## src/rtl/mssd_serial_tx.sv

```systemverilog
// Serial frame transmitter: START bit, 8-bit header {len, port}, len payload bytes MSB first, STOP bit.
// Define MSSD_TX_GUARD_EN to insert two idle-high GUARD cycles between STOP and IDLE.
module mssd_serial_tx (
  input  logic       clk,
  input  logic       rst,
  input  logic       start,
  input  logic [1:0] port,
  input  logic [5:0] len,
  input  logic [7:0] data_in,
  input  logic       data_valid,
  output logic       data_ready,
  output logic       serOut,
  output logic       busy,
  output logic       done,
  output logic       underrun
);

  typedef enum logic [2:0] {IDLE, START, HDR, DATA, STOP, GUARD} state_t;

  state_t     state;
  logic [7:0] shift_reg;
  logic [7:0] hold_byte;
  logic       hold_full;
  logic [2:0] bit_cnt;
  logic [5:0] len_r;
  logic [5:0] acc_cnt;
  logic [5:0] bytes_left;
`ifdef MSSD_TX_GUARD_EN
  logic       guard_cnt;
`endif

  logic       xfer;
  logic       final_bit;
  logic       load_pt;
  logic [7:0] next_byte;

  assign data_ready = busy && !hold_full && (acc_cnt < len_r);
  assign xfer       = data_valid && data_ready;
  assign final_bit  = (bit_cnt == 3'd7);
  assign load_pt    = final_bit && ((state == HDR) || ((state == DATA) && (bytes_left != 6'd0)));
  // A byte handed over in the load cycle itself bypasses the holding register.
  assign next_byte  = hold_full ? hold_byte : (xfer ? data_in : 8'h00);

  always_ff @(posedge clk or posedge rst) begin
    if (rst) begin
      state      <= IDLE;
      shift_reg  <= 8'h00;
      hold_byte  <= 8'h00;
      hold_full  <= 1'b0;
      bit_cnt    <= 3'd0;
      len_r      <= 6'd0;
      acc_cnt    <= 6'd0;
      bytes_left <= 6'd0;
      serOut     <= 1'b1;
      busy       <= 1'b0;
      done       <= 1'b0;
      underrun   <= 1'b0;
`ifdef MSSD_TX_GUARD_EN
      guard_cnt  <= 1'b0;
`endif
    end else begin
      if (xfer)
        acc_cnt <= acc_cnt + 6'd1;

      if (load_pt)
        hold_full <= 1'b0;
      else if (xfer) begin
        hold_full <= 1'b1;
        hold_byte <= data_in;
      end

      case (state)
        IDLE: begin
          if (start && (len != 6'd0)) begin
            state      <= START;
            busy       <= 1'b1;
            serOut     <= 1'b0;
            shift_reg  <= {len, port};
            len_r      <= len;
            bytes_left <= len;
            acc_cnt    <= 6'd0;
            hold_full  <= 1'b0;
            underrun   <= 1'b0;
            bit_cnt    <= 3'd0;
          end
        end

        START: begin
          state     <= HDR;
          serOut    <= shift_reg[7];
          shift_reg <= {shift_reg[6:0], 1'b0};
        end

        HDR, DATA: begin
          if (final_bit) begin
            bit_cnt <= 3'd0;
            if (load_pt) begin
              state      <= DATA;
              serOut     <= next_byte[7];
              shift_reg  <= {next_byte[6:0], 1'b0};
              bytes_left <= bytes_left - 6'd1;
              if (!hold_full && !xfer)
                underrun <= 1'b1;
            end else begin
              state  <= STOP;
              serOut <= 1'b1;
              done   <= 1'b1;
            end
          end else begin
            bit_cnt   <= bit_cnt + 3'd1;
            serOut    <= shift_reg[7];
            shift_reg <= {shift_reg[6:0], 1'b0};
          end
        end

        STOP: begin
          done   <= 1'b0;
          serOut <= 1'b1;
`ifdef MSSD_TX_GUARD_EN
          state     <= GUARD;
          guard_cnt <= 1'b0;
`else
          state  <= IDLE;
          busy   <= 1'b0;
`endif
        end

`ifdef MSSD_TX_GUARD_EN
        GUARD: begin
          serOut <= 1'b1;
          if (guard_cnt) begin
            state <= IDLE;
            busy  <= 1'b0;
          end else begin
            guard_cnt <= 1'b1;
          end
        end
`endif

        default: begin
          state  <= IDLE;
          busy   <= 1'b0;
          done   <= 1'b0;
          serOut <= 1'b1;
        end
      endcase
    end
  end

endmodule

```

## config.mk

```make
export PLATFORM = sky130hd
export DESIGN_NAME = mssd_serial_tx
export DESIGN_NICKNAME = d
export VERILOG_FILES = /design/src/rtl/mssd_serial_tx.sv
export SDC_FILE = /design/constraint.sdc
export NUM_CORES = 1
export LEC_CHECK = 0
export ABC_CLOCK_PERIOD_IN_PS = 4500
export BUFFER_PORTS_ARGS = -buffer_cell sky130_fd_sc_hd__buf_2
export CAP_MARGIN = 10
export CORE_MARGIN = 8
export CORE_UTILIZATION = 28
export DETAILED_ROUTE_END_ITERATION = 10
export PLACE_DENSITY = 0.41
export SYNTH_ARGS = -nofsm -noshare
export SYNTH_HDL_FRONTEND = slang
export SYNTH_SLANG_ARGS = --single-unit
export TNS_END_PERCENT = 30
```

## constraint.sdc

```tcl
create_clock -name clk -period 4.5 [get_ports clk]
set_input_delay 0.675 -clock clk [delete_from_list [all_inputs] [get_ports clk]]
set_output_delay 0.675 -clock clk [all_outputs]
set_load 0.01 [all_outputs]
```

==> reports/results.tsv <==
stage	metric	value	unit
run_status	status	completed	
placed_design	placer congestion estimate	0.714	
timing	period utilization	51.8	%
cts	CTS resizes	0	
synthesis	Yosys cell types	56	
worst_setup_path	Worst Reg-to-Reg Cells	7	
worst_setup_path	Data required, critical path	3.83	ns
placed_design	dpl ws	2.20	ns
routing	DRC	0	
synthesis	Synth area leader	dfrtp_1	
floorplanning	Core Box Area	9060	sq um
routing	First-pass DRT Iterations	4	
global_routing	Top Usage Layer GRT	met2	
timing	Setup TNS Final	0	ns
final_layout	final net count	317	
synthesis	FFs w/ async S/R, synth	100	%
cts	CTS sink count	45	
worst_setup_path	slowest CP cell	dfrtp_1	
timing	clock skew	0.0108	ns
floorplanning	IO Pins	25	
routing	Vias	1928	
floorplanning	chip height	112	um
worst_setup_path	cell count along the critical path	5	
synthesis	Area contributors post-synth	dfrtp_1 43%, nor2_1 5.3%, ha_1 4.9%, mux2_4 4.7%, nand2_1 4.1%	
cts	htree depth	2	
final_layout	final instance area	2840	sq um
power_and_ir_drop	Comb power frac	43.1	%
routing	initial DRC count	47	
placed_design	PortBufs	24	
power_and_ir_drop	Seq pwr share	41.8	%
timing	count of pins over their slew limit	0	
routing	DR WL/cell	15.8	um
synthesis	Syn Nets	299	
routing	Vias/cell	4.83	
placed_design	post-detail-place hpwl	4500	um
power_and_ir_drop	static leakage	1.29	nW
routing	final wirelength	6320	um
power_and_ir_drop	Internal	1.05	mW
timing	setup violators final	0	
timing	post-layout min period	2.33	ns
worst_setup_path	most used cell, CP	nor2_1	
synthesis	Mapped Cells	269	
hold_path	worst hold path type	reg -> reg	
timing	pin slew with the least headroom to its limit	1.03	ns
final_layout	Antenna Cells	0	
timing	final worst slack	2.17	ns
worst_setup_path	critical path class	reg -> out	
routing	Post-DRT Antenna Nets	0	
worst_setup_path	worst endpoint data arrival time	1.66	ns
cts	CTS tree	yes	
synthesis	Yosys Warn Count	0	
global_routing	first-pass GRT wire length	10600	um
cts	clk slew on worst S/H paths	0.09	ns
synthesis	Main synth FF type	dfrtp_1	
hold_path	worst hold stages	2	
synthesis	number of flops mapped to enable cells by yosys	0	
cts	Hold Buf Count CTS	0	
worst_setup_path	Worst path top cell family by delay	flip-flops	
final_layout	Area Growth Syn to Fin	10.2	%
synthesis	#FFs+latches synth	45	
global_routing	largest net degree at the start of global routing	46	
global_routing	gr usage total	10.5	%
worst_setup_path	CP peak stage delay	0.42	ns
worst_setup_path	CP Launch Type	register	
synthesis	post-synth top area share	42.8	%
worst_setup_path	Worst Setup End Kind	output port	
global_routing	initial antenna violation count	0	
power_and_ir_drop	total power	1.76	mW
global_routing	met1 Track Usage GR	14.2	%
timing	Fin Hold WS	0.500	ns
worst_setup_path	critical-path cell list	ha_1 -> a21oi_1 -> nor2_1 -> nor2_1 -> buf_2	
cts	clock buffer depth	2	
synthesis	Synth Cell Area	2570	sq um
timing	RSZ-0062 raised after global routing	false	
final_layout	layout cells sized above 1	20.1	%
synthesis	syn_area_per_cell	9.57	sq um
power_and_ir_drop	peak supply drop	0.184	mV
power_and_ir_drop	Psw	0.708	mW
worst_setup_path	WP buf/inv	1	
cts	cts bufs inserted	5	
global_routing	Overflow after GRT	0	
floorplanning	initial core utilization	28.4	%
run	MaxCap Viol Count	0	
global_routing	GRT met2 Usage	15.9	%
timing	Final Hold Viols	0	
cts	Post-CTS Setup Inserts	0	
cts	worst skew pair latency	0.30	ns
timing	Max Freq	0.429	GHz
global_routing	vias in the first global route	1982	
placed_design	Post-DP Area	2750	sq um
worst_setup_path	Crit Path Max Fanout	4	
global_routing	met3 usage in global routing	2.76	%
floorplanning	die footprint	12500	sq um
power_and_ir_drop	P per Cell Area	620	nW/um^2
timing	Relative slew margins	30.9	%
synthesis	Seq/Total Area, Yosys	43.8	%
power_and_ir_drop	sw frac	40.3	%
floorplanning	Placement Rows	35	
power_and_ir_drop	Clk pwr share	15.1	%
floorplanning	Die W	112	um
cts	Root Driver	clkbuf_8	
placed cells by master, fill, tap and decap left out, types with 5 or more instances in the layout:
master / count
mux2i_1: 10
ha_1: 10
inv_1: 11
nand2_1: 28
o21ai_0: 21
dfrtp_1: 44
a31oi_1: 8
clkbuf_8: 5
a21oi_1: 19
nor2_1: 36
mux2_4: 8
buf_2: 24
worst min-delay path, delay by kind of cell (launching register included):
| kind | cells | cell delay [ns] |
|---|---|---|
| DFF | 1 | 0.36 |
| and+or+nand+nor | 2 | 0.11 |
logic make-up after synthesis:
group	Yosys count	share of synthesized area, %
xor gates and xnor gates	3	1.02
AOI/OAI and AO/OA	73	17.7
and+or+nand+nor	93	18.2
adders and majority gates	10	4.86
muxes	19	8.99
buffers and inverters	26	5.40
DFF	45	43.8
final cells by class:
type / instances / area (sq um)
fillers: 966 / 6230
well taps: 111 / 139
clock buffers: 5 / 68.8
multi-input cells: 198 / 1310
inverters: 12 / 45.0
flip-flops and latches: 45 / 1130
repair buffers: 25 / 128
clock inverters: 3 / 21.3
synthesized netlist by cell type, types with 2 or more instances:
master	count
nand2_1	28
a21oi_1	19
clkbuf_1	4
o21ai_1	4
mux2_4	8
dfrtp_1	44
nand4_1	2
o21a_1	3
nand2b_1	4
nor2b_1	2
o31ai_1	2
nand3_1	3
o211ai_1	2
xnor2_1	2
inv_1	12
o21ai_0	21
a31oi_1	8
mux2i_1	10
ha_1	10
or2_2	2
and2_1	2
nor3_1	2
buf_4	3
nor2_1	36
buf_2	5
per-stage QoR:
stage / instances / utilization (%)
floorplan: 269 / -
global placement: 391 / 30.3
detailed placement: 391 / 30.3
CTS: 399 / 31.3
global route: 399 / 31.3
finish: 399 / 31.3
layer usage:
metal / routed length, um / vias to the layer above
met5: 0 / -
met4: 54 / 0
met3: 225 / 4
met2: 2750 / 25
met1: 3290 / 931
li1: - / 968
final timing paths:
check                      slack (ns)  startpoint      endpoint
max reg2reg                      2.21  bit_cnt[0]  shift_reg[0]
min                              0.50    len_r[0]      len_r[0]
max in group asynchronous        3.25         rst    acc_cnt[1]
min reg2reg                      0.50    len_r[0]      len_r[0]
min in group asynchronous        0.60         rst    acc_cnt[2]
max                              2.17  acc_cnt[1]    data_ready
power groups by stage:
stage / combinational, mW / clock (mW) / sequential, mW
floorplan: 0.653 / 0 / 0.690
global placement: 0.758 / 0 / 0.743
detailed placement: 0.760 / 0 / 0.744
CTS: 0.766 / 0.278 / 0.736
global route: 0.859 / 0.299 / 0.761
finish: 0.757 / 0.265 / 0.735
Note: power is estimated with default switching activity, not from simulation.
